===== src/rtl/interrupt_controller_if.sv =====
// Bundle between the control unit / timer block and the interrupt controller.
// The master side drives flags, enables and control-unit handshakes; the
// slave side (the controller) drives the stage code, vector and pulses.
interface interrupt_controller_if #(
    parameter int NUM_SRC = 4
);
    // Request side: timer flags, enables and the SREG I bit
    logic [NUM_SRC-1:0] irq_flags;
    logic [NUM_SRC-1:0] irq_mask;
    logic               global_ie;

    // Control-unit handshakes
    logic               instr_boundary;
    logic               stage_ack;
    logic               reti_done;

    // Controller outputs
    logic               int_active;
    logic [1:0]         int_stage;
    logic [13:0]        vector_addr;
    logic               pc_overwrite;
    logic               clear_ie;
    logic [NUM_SRC-1:0] flag_clear;
    logic               in_service;

    modport master (
        output irq_flags, irq_mask, global_ie,
        output instr_boundary, stage_ack, reti_done,
        input  int_active, int_stage, vector_addr,
        input  pc_overwrite, clear_ie, flag_clear, in_service
    );

    modport slave (
        input  irq_flags, irq_mask, global_ie,
        input  instr_boundary, stage_ack, reti_done,
        output int_active, int_stage, vector_addr,
        output pc_overwrite, clear_ie, flag_clear, in_service
    );
endinterface


===== src/rtl/interrupt_controller.sv =====
// Prioritised interrupt arbiter and entry sequencer.
// At an instruction boundary in IDLE the lowest-indexed enabled pending flag
// wins; the controller then walks the control unit through push-PCL, push-PCH
// and the one-cycle jump, and tracks the handler until RETI. After each RETI
// one boundary is skipped so the main program always makes progress.
// All outputs are registered and computed from the next state, so they change
// cleanly on the clock edge that enters each stage.
module interrupt_controller #(
    parameter int          NUM_SRC    = 4,
    parameter logic [13:0] VEC_BASE   = 14'h002,
    parameter int          VEC_STRIDE = 2
) (
    input  logic                 clk,
    input  logic                 reset,
    interrupt_controller_if.slave bus
);

    localparam int WIDX = (NUM_SRC > 1) ? $clog2(NUM_SRC) : 1;

    typedef enum logic [2:0] {
        S_IDLE,
        S_PUSH_L,
        S_PUSH_H,
        S_JUMP,
        S_SERVICE
    } state_t;

    // State and latched arbitration result
    state_t               r_state;
    logic                 r_skip;
    logic [WIDX-1:0]      r_winner;
    logic [13:0]          r_vector_addr;

    // Registered outputs
    logic                 r_int_active;
    logic [1:0]           r_int_stage;
    logic                 r_pc_overwrite;
    logic                 r_clear_ie;
    logic [NUM_SRC-1:0]   r_flag_clear;
    logic                 r_in_service;

    // Combinational helpers
    state_t               w_next_state;
    logic [NUM_SRC-1:0]   w_pending;
    logic [WIDX-1:0]      w_winner;
    logic [13:0]          w_vector;
    logic                 w_arbitrate;
    logic                 w_next_int_active;
    logic [1:0]           w_next_int_stage;
    logic                 w_next_pulse;
    logic [NUM_SRC-1:0]   w_next_flag_clear;
    logic                 w_next_in_service;

    assign w_pending = bus.irq_flags & bus.irq_mask;

    // Priority encoder: lowest set index of the pending vector wins
    always_comb begin
        // NOTE: every variable written here gets a default first, otherwise a
        // path that leaves it unassigned would infer a latch.
        w_winner = '0;
        for (int i = NUM_SRC - 1; i >= 0; i--) begin
            if (w_pending[i]) begin
                w_winner = WIDX'(i);
            end
        end
    end

    // Vector for the current candidate; 14-bit arithmetic wraps naturally
    assign w_vector = VEC_BASE + (14'(w_winner) * 14'(VEC_STRIDE));

    // Only a boundary in IDLE with interrupts enabled, something pending and
    // no post-RETI skip outstanding starts an entry sequence
    assign w_arbitrate = (r_state == S_IDLE) && bus.instr_boundary &&
                         bus.global_ie && (|w_pending) && !r_skip;

    // State register
    always_ff @(posedge clk) begin
        // NOTE: sequential state uses non-blocking assignments so every
        // register samples the pre-edge values, independent of block order.
        if (reset) begin
            r_state <= S_IDLE;
        end else begin
            r_state <= w_next_state;
        end
    end

    // Next-state logic; handshakes outside their own stage are ignored
    always_comb begin
        w_next_state = r_state;
        case (r_state)
            S_IDLE: begin
                if (w_arbitrate) begin
                    w_next_state = S_PUSH_L;
                end
            end
            S_PUSH_L: begin
                if (bus.stage_ack) begin
                    w_next_state = S_PUSH_H;
                end
            end
            S_PUSH_H: begin
                if (bus.stage_ack) begin
                    w_next_state = S_JUMP;
                end
            end
            S_JUMP: begin
                w_next_state = S_SERVICE;
            end
            S_SERVICE: begin
                if (bus.reti_done) begin
                    w_next_state = S_IDLE;
                end
            end
            default: begin
                w_next_state = S_IDLE;
            end
        endcase
    end

    // Output decode from the next state, registered below
    always_comb begin
        w_next_int_active = 1'b0;
        w_next_int_stage  = 2'd0;
        w_next_pulse      = 1'b0;
        w_next_flag_clear = '0;
        w_next_in_service = 1'b0;
        case (w_next_state)
            S_PUSH_L: begin
                w_next_int_active = 1'b1;
                w_next_int_stage  = 2'd1;
            end
            S_PUSH_H: begin
                w_next_int_active = 1'b1;
                w_next_int_stage  = 2'd2;
            end
            S_JUMP: begin
                // JUMP is only reached from PUSH_H, so r_winner is the
                // winner latched when the sequence started
                w_next_int_active           = 1'b1;
                w_next_int_stage            = 2'd3;
                w_next_pulse                = 1'b1;
                w_next_flag_clear[r_winner] = 1'b1;
            end
            S_SERVICE: begin
                w_next_in_service = 1'b1;
            end
            default: begin
                w_next_int_active = 1'b0;
            end
        endcase
    end

    // Registered outputs; reset forces them idle so an aborted sequence
    // never emits a stray pulse
    always_ff @(posedge clk) begin
        // NOTE: only control state is reset here; there is no storage array
        // whose contents would need clearing.
        if (reset) begin
            r_int_active   <= 1'b0;
            r_int_stage    <= 2'd0;
            r_pc_overwrite <= 1'b0;
            r_clear_ie     <= 1'b0;
            r_flag_clear   <= '0;
            r_in_service   <= 1'b0;
        end else begin
            r_int_active   <= w_next_int_active;
            r_int_stage    <= w_next_int_stage;
            r_pc_overwrite <= w_next_pulse;
            r_clear_ie     <= w_next_pulse;
            r_flag_clear   <= w_next_flag_clear;
            r_in_service   <= w_next_in_service;
        end
    end

    // Winner and vector are frozen except on the cycle that leaves IDLE
    always_ff @(posedge clk) begin
        if (reset) begin
            r_winner      <= '0;
            r_vector_addr <= VEC_BASE;
        end else if (w_arbitrate) begin
            r_winner      <= w_winner;
            r_vector_addr <= w_vector;
        end
    end

    // Post-RETI skip: set by RETI, consumed by the next boundary in IDLE
    always_ff @(posedge clk) begin
        if (reset) begin
            r_skip <= 1'b0;
        end else if ((r_state == S_SERVICE) && bus.reti_done) begin
            r_skip <= 1'b1;
        end else if ((r_state == S_IDLE) && bus.instr_boundary) begin
            r_skip <= 1'b0;
        end
    end

    assign bus.int_active   = r_int_active;
    assign bus.int_stage    = r_int_stage;
    assign bus.vector_addr  = r_vector_addr;
    assign bus.pc_overwrite = r_pc_overwrite;
    assign bus.clear_ie     = r_clear_ie;
    assign bus.flag_clear   = r_flag_clear;
    assign bus.in_service   = r_in_service;

endmodule


===== src/flat_wrapper.sv =====
// flat-port wrapper written by rule: the top's interface ports become plain ports
module interrupt_controller_flat 
#(
    parameter int          NUM_SRC    = 4,
    parameter logic [13:0] VEC_BASE   = 14'h002,
    parameter int          VEC_STRIDE = 2
)
  (clk, reset, bus_irq_flags, bus_irq_mask, bus_global_ie, bus_instr_boundary, bus_stage_ack, bus_reti_done, bus_int_active, bus_int_stage, bus_vector_addr, bus_pc_overwrite, bus_clear_ie, bus_flag_clear, bus_in_service);
  interrupt_controller_if #(.NUM_SRC(NUM_SRC)) bus_i ();
  input  logic clk;
  input  logic reset;
  input wire logic [$bits(bus_i.irq_flags)-1:0] bus_irq_flags;
  input wire logic [$bits(bus_i.irq_mask)-1:0] bus_irq_mask;
  input wire logic [$bits(bus_i.global_ie)-1:0] bus_global_ie;
  input wire logic [$bits(bus_i.instr_boundary)-1:0] bus_instr_boundary;
  input wire logic [$bits(bus_i.stage_ack)-1:0] bus_stage_ack;
  input wire logic [$bits(bus_i.reti_done)-1:0] bus_reti_done;
  output wire logic [$bits(bus_i.int_active)-1:0] bus_int_active;
  output wire logic [$bits(bus_i.int_stage)-1:0] bus_int_stage;
  output wire logic [$bits(bus_i.vector_addr)-1:0] bus_vector_addr;
  output wire logic [$bits(bus_i.pc_overwrite)-1:0] bus_pc_overwrite;
  output wire logic [$bits(bus_i.clear_ie)-1:0] bus_clear_ie;
  output wire logic [$bits(bus_i.flag_clear)-1:0] bus_flag_clear;
  output wire logic [$bits(bus_i.in_service)-1:0] bus_in_service;
  assign bus_i.irq_flags = bus_irq_flags;
  assign bus_i.irq_mask = bus_irq_mask;
  assign bus_i.global_ie = bus_global_ie;
  assign bus_i.instr_boundary = bus_instr_boundary;
  assign bus_i.stage_ack = bus_stage_ack;
  assign bus_i.reti_done = bus_reti_done;
  assign bus_int_active = bus_i.int_active;
  assign bus_int_stage = bus_i.int_stage;
  assign bus_vector_addr = bus_i.vector_addr;
  assign bus_pc_overwrite = bus_i.pc_overwrite;
  assign bus_clear_ie = bus_i.clear_ie;
  assign bus_flag_clear = bus_i.flag_clear;
  assign bus_in_service = bus_i.in_service;
  interrupt_controller #(.NUM_SRC(NUM_SRC), .VEC_BASE(VEC_BASE), .VEC_STRIDE(VEC_STRIDE)) u_core (.clk(clk), .reset(reset), .bus(bus_i));
endmodule

===== config.mk =====
export PLATFORM = sky130hd
export DESIGN_NAME = interrupt_controller_flat
export DESIGN_NICKNAME = d
export VERILOG_FILES = /design/src/rtl/interrupt_controller_if.sv /design/src/rtl/interrupt_controller.sv /design/src/flat_wrapper.sv
export SDC_FILE = /design/constraint.sdc
export NUM_CORES = 1
export LEC_CHECK = 0
export CAP_MARGIN = 40
export CORE_MARGIN = 2
export CORE_UTILIZATION = 30
export CTS_CLUSTER_SIZE = 25
export DETAILED_ROUTE_END_ITERATION = 10
export DONT_BUFFER_PORTS = 1
export PLACE_DENSITY = 0.5
export SLEW_MARGIN = 10
export SYNTH_ARGS = -nofsm -noshare
export SYNTH_HDL_FRONTEND = slang
export SYNTH_SLANG_ARGS = --single-unit

===== constraint.sdc =====
create_clock -name clk -period 2 [get_ports clk]
set_input_delay 0.5 -clock clk [delete_from_list [all_inputs] [get_ports clk]]
set_output_delay 0.5 -clock clk [all_outputs]
set_load 0.02 [all_outputs]

==> qor.txt, run 1 <==
status = finished clean
CP bufs+invs = 0
WL/cell = 12.11 um
Residual DRC = 0
most common cell in the netlist = dfxtp_1
Mapped Area = 829.5 um^2
largest net degree at the start of global routing = 15
HPWL reported at the end of detailed placement = 1099 um
synth cell count leaders = dfxtp_1, buf_4, nor2_1
Initial Utilization = 0.3088
num rows = 19
Max Fclk = 603.2 MHz
highest fanout seen on the critical path = 7
Top delay family on crit path = compound AO/OA/AOI/OAI gates
Required @ worst endpoint = 2230 ps
Post-Synthesis Cells = 82
CTS tree = yes
total negative slack = 0 ps
Post-CTS Resized = 0
Worst EP arrival = 1880 ps
GRT Overall Usage = 0.09474
fin worst setup slack = 342.3 ps
Seq/Total Area, Yosys = 0.4344
final setup vio count = 0
maximum vdd drop = 0.4331 mV
Clock Tree Root = clkbuf_4
layout filler cell count = 285
Clock transition at path regs = 100 ps
library cells used by synthesis = 29
Pleak = 0.3144 nW
Slew @ Worst Pin = 527.2 ps
Cell Pwr Density = 801.3 nW/um^2
syn_area_per_cell = 10.12 um^2
synth warn = 0
top_reg_cell synth = dfxtp_1
DR iter-0 viols = 5
Tot Pwr = 0.6798 mW
R2R setup slack = 340 ps
crit end category = register
TritonCTS Buffers = 3
dpl cells = 110
fin crit period = 1658 ps
Routed Antenna Nets = 0
crit-path cells = nand4bb_4, a2111oi_4, o21ai_2, nor3b_2
Pre-antenna DRT Iters = 4
number of post-CTS setup repair buffers = 0
HP Class = in -> reg
Yosys reg bits = 18
fin cells = 114
final instance area = 848.3 um^2
initial antenna violation count = 0
Clk Latency, worst-skew pair = 290 ps
first-pass GRT wire length = 2263 um
synth top area cells = dfxtp_1, buf_4, nor2_1
core area = 2686 um^2
Async SR Flop Fraction = 0
via count = 536
Fin. Hold Viols = 0
drt total wl = 1381 um
Via density = 4.702
RSZ-0062 raised after global routing = false
slew margin rel. = 0.6485
EDFF count, synth = 0
final-stage net count = 99
clock sink count = 18
CTS Buffer Depth = 2
Startpoint Class = register
vias in the first global route = 488
hold_buf cts = 0
Top Ports = 38
PortBufs = 0
Clock Skew = 2.387 ps
Ant. Diodes = 0
Placed Area = 812.0 um^2
Setup CP Type = reg -> reg
GPL Wtd Cong = 0.6617
share of the synthesized area in the top cell type = 0.4344
slowest CP cell = a2111oi_4
die area = 3202 um^2
Die H = 56.59 um
dpl ws = 312.3 ps
Die W = 56.59 um
fin crit share = 0.8289
H-Tree Depth = 1
residual overflow from global routing = 0
CP max stage delay = 560 ps
leading area contributor after synthesis = dfxtp_1
# Max-Cap Violations = 0
layout cell share with drive strength beyond 1 = 0.1446
area growth from synthesis to layout = 2.262%
Max Slew Vio Count = 0
worst paths after layout:
kind                                                  to  depth (start not counted)          startpoint
worst max register to register  u_core.bus.flag_clear[2]                          4   u_core.r_state[2]
worst max-delay path            u_core.bus.flag_clear[2]                          4   u_core.r_state[2]
worst min register to register  u_core.bus.flag_clear[3]                          2  u_core.r_winner[0]
worst min-delay path               u_core.bus.in_service                          1               reset
flip-flops by register name, summed over array words and instances, names as in the netlist, 2 cells and up:
register                count
u_core.bus.int_stage        2
u_core.r_state              3
u_core.r_winner             2
u_core.bus.vector_addr      3
u_core.bus.flag_clear       4
cells in the final DEF, fill, tap and decap left out:
cell / netlist / routed
nand3b_1: 4 / 4
a21boi_0: 1 / 1
nand4bb_4: 1 / 1
a21o_1: 1 / 1
o21ai_2: 1 / 1
ha_1: 1 / 1
nor2_1: 9 / 9
nand2b_1: 2 / 2
a211oi_1: 2 / 2
a32o_1: 1 / 1
o31a_2: 1 / 1
dfxtp_1: 18 / 18
nand3_1: 1 / 1
a2111oi_4: 1 / 1
a211oi_2: 1 / 1
nor3b_2: 2 / 2
clkbuf_8: 0 / 1
a22oi_1: 3 / 3
nand2_1: 3 / 3
clkbuf_4: 0 / 3
conb_1: 1 / 11
or3b_2: 1 / 1
inv_1: 2 / 2
a21oi_1: 5 / 5
a22o_1: 1 / 1
nor3_1: 2 / 2
mux2i_1: 2 / 2
o21ai_0: 1 / 1
o21bai_1: 1 / 1
routing by layer:
layer / up-vias / global-route usage / share of wire
li1: 271 / - / -
met1: 246 / 0.1151 / 0.43
met2: 17 / 0.1412 / 0.48
met3: 2 / 0.04378 / 0.071
met4: 0 / 0.04422 / 0.017
met5: - / 0 / 0
logic make-up (layout without fill, tap and decap cells):
family                     count (synthesis)  count (layout)  synth area share
adders and majority gates                  1               1           0.01508
buffers and inverters                     15               6            0.1222
other                                      1              11          0.004521
muxes                                      2               2           0.02413
and+or+nand+nor                           25              25            0.1976
DFF                                       18              18            0.4344
AOI/OAI and AO/OA                         20              20            0.2021
stage by stage:
| step | utilization | hold WS [ps] |
|---|---|---|
| after floorplan | - | 454.3 |
| after global placement | 0.3023 | 485.5 |
| after detailed placement | 0.3023 | 492.1 |
| after CTS | 0.3158 | 252.0 |
| after global routing | 0.3158 | 243.0 |
| final | 0.3158 | 267.2 |
report_power, final:
group / internal [mW] / switching (mW) / total (mW)
logic: 0.0259 / 0.0431 / 0.0690
clock network: 0.111 / 0.110 / 0.220
registers: 0.370 / 0.0205 / 0.390
worst register-to-register path, stage by stage (launching register included):
cell       delay [ps]
dfxtp_1           390
nand4bb_4         270
a2111oi_4         560
o21ai_2           190
nor3b_2           190
cell type report:
cell class | instances | area, um^2 | area share
clock buffers | 4 | 36.28 | 0.04277
flip-flops and latches | 18 | 360.3 | 0.4248
inverters | 2 | 7.507 | 0.008850
multi-input cells | 59 | 405.4 | 0.4779
well taps | 31 | 38.79 | 0.04572
(Power assumes the default switching activity.)
==> run 2: changes to the inputs <==
==> constraint.sdc (replaced) <==
create_clock -name clk -period 1.7 [get_ports clk]
set_input_delay 0.425 -clock clk [delete_from_list [all_inputs] [get_ports clk]]
set_output_delay 0.425 -clock clk [all_outputs]
set_load 0.02 [all_outputs]
==> run 2 against run 1 <==
Sequential power grew 17%. Utilization grew 0.56 points. Flip-flop and latch count is the same. Clock power grew 19%. Hold slack lost 81 ps. Final cell count grew 1.8%. Via count shrank 0.37%. Critical path depth is the same. Register-to-register slack lost 130 ps.
==> qor.txt, run 2 (synthesized netlist as in run 1, its figures left out) <==
hold_buf cts = 0 (unchanged)
CP bufs+invs = 0 (unchanged)
final instance area = 863.3 um^2 (was 848.3 um^2)
status = finished clean (unchanged)
Cell Pwr Density = 930.4 nW/um^2 (was 801.3 nW/um^2)
largest net degree at the start of global routing = 15 (unchanged)
Pre-antenna DRT Iters = 2 (was 4)
Clock Tree Root = clkbuf_4 (unchanged)
Max Fclk = 671.6 MHz (was 603.2 MHz)
area growth from synthesis to layout = 4.072% (was 2.262%)
number of flip-flops under the largest register name = 4 (unchanged)
total negative slack = 0 ps (unchanged)
via count = 534 (was 536)
TritonCTS Buffers = 3 (unchanged)
Setup CP Type = reg -> reg (unchanged)
PortBufs = 0 (unchanged)
Clock transition at path regs = 110 ps (was 100 ps)
Residual DRC = 0 (unchanged)
dpl cells = 112 (was 110)
crit-path cells = or3b_2, a21oi_1, o21ai_2, nor3b_2 (was nand4bb_4, a2111oi_4, o21ai_2, nor3b_2)
WL/cell = 12.24 um (was 12.11 um)
GPL Wtd Cong = 0.6456 (was 0.6617)
CP max stage delay = 460 ps (was 560 ps)
Worst Hold Slack = 186.1 ps (was 267.2 ps)
highest fanout seen on the critical path = 8 (was 7)
num rows = 19 (unchanged)
initial antenna violation count = 0 (unchanged)
HP Class = in -> reg (unchanged)
Die W = 56.59 um (unchanged)
Clock Skew = 7.734 ps (was 2.387 ps)
CTS tree = yes (unchanged)
Max Slew Vio Count = 0 (unchanged)
fin crit share = 0.8758 (was 0.8289)
drt total wl = 1420 um (was 1381 um)
H-Tree Depth = 1 (unchanged)
DR iter-0 viols = 5 (unchanged)
layout cell share with drive strength beyond 1 = 0.1647 (was 0.1446)
fin util = 0.3214 (was 0.3158)
# Max-Cap Violations = 0 (unchanged)
slew margin rel. = 0.6382 (was 0.6485)
die area = 3202 um^2 (unchanged)
Top Ports = 38 (unchanged)
most common cell after layout, fill and taps aside = dfxtp_1 (unchanged)
fin crit period = 1489 ps (was 1658 ps)
core area = 2686 um^2 (unchanged)
Placed Area = 827.0 um^2 (was 812.0 um^2)
Pleak = 0.3259 nW (was 0.3144 nW)
GRT Overall Usage = 0.09143 (was 0.09474)
slowest CP cell = or3b_2 (was a2111oi_4)
first-pass GRT wire length = 2221 um (was 2263 um)
Fin. Hold Viols = 0 (unchanged)
final setup vio count = 0 (unchanged)
Die H = 56.59 um (unchanged)
CTS Buffer Depth = 2 (unchanged)
maximum vdd drop = 0.4332 mV (was 0.4331 mV)
Routed Antenna Nets = 0 (unchanged)
fin cells = 116 (was 114)
Startpoint Class = register (unchanged)
HPWL reported at the end of detailed placement = 1087 um (was 1099 um)
Initial Utilization = 0.3088 (unchanged)
Ant. Diodes = 0 (unchanged)
most frequent cells in the layout = dfxtp_1, conb_1, nor2_1 (unchanged)
Clk Latency, worst-skew pair = 290 ps (about the same)
Via density = 4.603 (was 4.702)
crit end category = register (unchanged)
hold path depth = 1 (unchanged)
Slew @ Worst Pin = 542.7 ps (was 527.2 ps)
Required @ worst endpoint = 1920 ps (was 2230 ps)
Top delay family on crit path = simple AND/OR/NAND/NOR gates (was compound AO/OA/AOI/OAI gates)
Crit path depth = 4 (unchanged)
clock sink count = 18 (unchanged)
residual overflow from global routing = 0 (unchanged)
Worst EP arrival = 1710 ps (was 1880 ps)
final-stage net count = 101 (was 99)
Register-to-Register Path Depth = 4 (unchanged)
vias in the first global route = 493 (was 488)
RSZ-0062 raised after global routing = false (unchanged)
## run 2: changes by cell type in the layout (fill, tap and decap cells not counted)
cell   change
buf_4      +2
## run 2: power by group
part,total (mW),leakage [nW],internal (mW),switching [mW]
registers,0.456,0.146,0.435,0.0210
logic,0.0858,0.159,0.0323,0.0535
clock network,0.261,0.0210,0.130,0.131
## run 2: cell type report
type	count	area, um^2
fillers	284	1823
repair buffers	2	15.01
flip-flops and latches	18	360.3
well taps	31	38.79
inverters	2	7.507
clock buffers	4	36.28
multi-input cells	59	405.4
## run 2: through the flow
step	worst slack (ps)	total power, mW
4_1_cts	79.79	0.8207
5_1_grt	104.9	0.8440
2_1_floorplan	209.6	0.5614
6_report	211.1	0.8033
3_5_place_dp	93.76	0.5532
3_3_place_gp	128.6	0.5524
## run 2: what timing repair did
action / 4_1_cts / 5_1_grt
gates resized for setup: 0 / 0
buffers inserted: 0 / 0
endpoints found under the hold margin: 0 / 0
endpoints found under the setup margin: 0 / 5
## run 2: layer usage
layer | wire, um | track usage | up-vias
met5 | 0 | 0 | -
met4 | 13 | 0.02381 | 0
met3 | 95 | 0.05530 | 2
met2 | 704 | 0.1528 | 14
met1 | 607 | 0.09673 | 245
li1 | - | - | 273
## run 2: worst paths after layout
check | start | to | slack [ps]
worst min register to register | u_core.r_winner[0] | u_core.bus.flag_clear[3] | 500
worst max register to register | u_core.r_state[1] | u_core.bus.flag_clear[2] | 210
worst max-delay path | u_core.r_state[1] | u_core.bus.flag_clear[2] | 210
worst min-delay path | reset | u_core.bus.int_stage[0] | 190
==> run 3: changes to the inputs <==
--- a/config.mk
+++ b/config.mk
@@ -11,6 +11,7 @@
 export CTS_CLUSTER_SIZE = 25
 export DETAILED_ROUTE_END_ITERATION = 10
 export DONT_BUFFER_PORTS = 1
+export GPL_ROUTABILITY_DRIVEN = 0
 export PLACE_DENSITY = 0.5
 export SLEW_MARGIN = 10
 export SYNTH_ARGS = -nofsm -noshare
==> results of run 3 <==
Same layout as run 2: the final DEF is identical, and so are final timing and power.
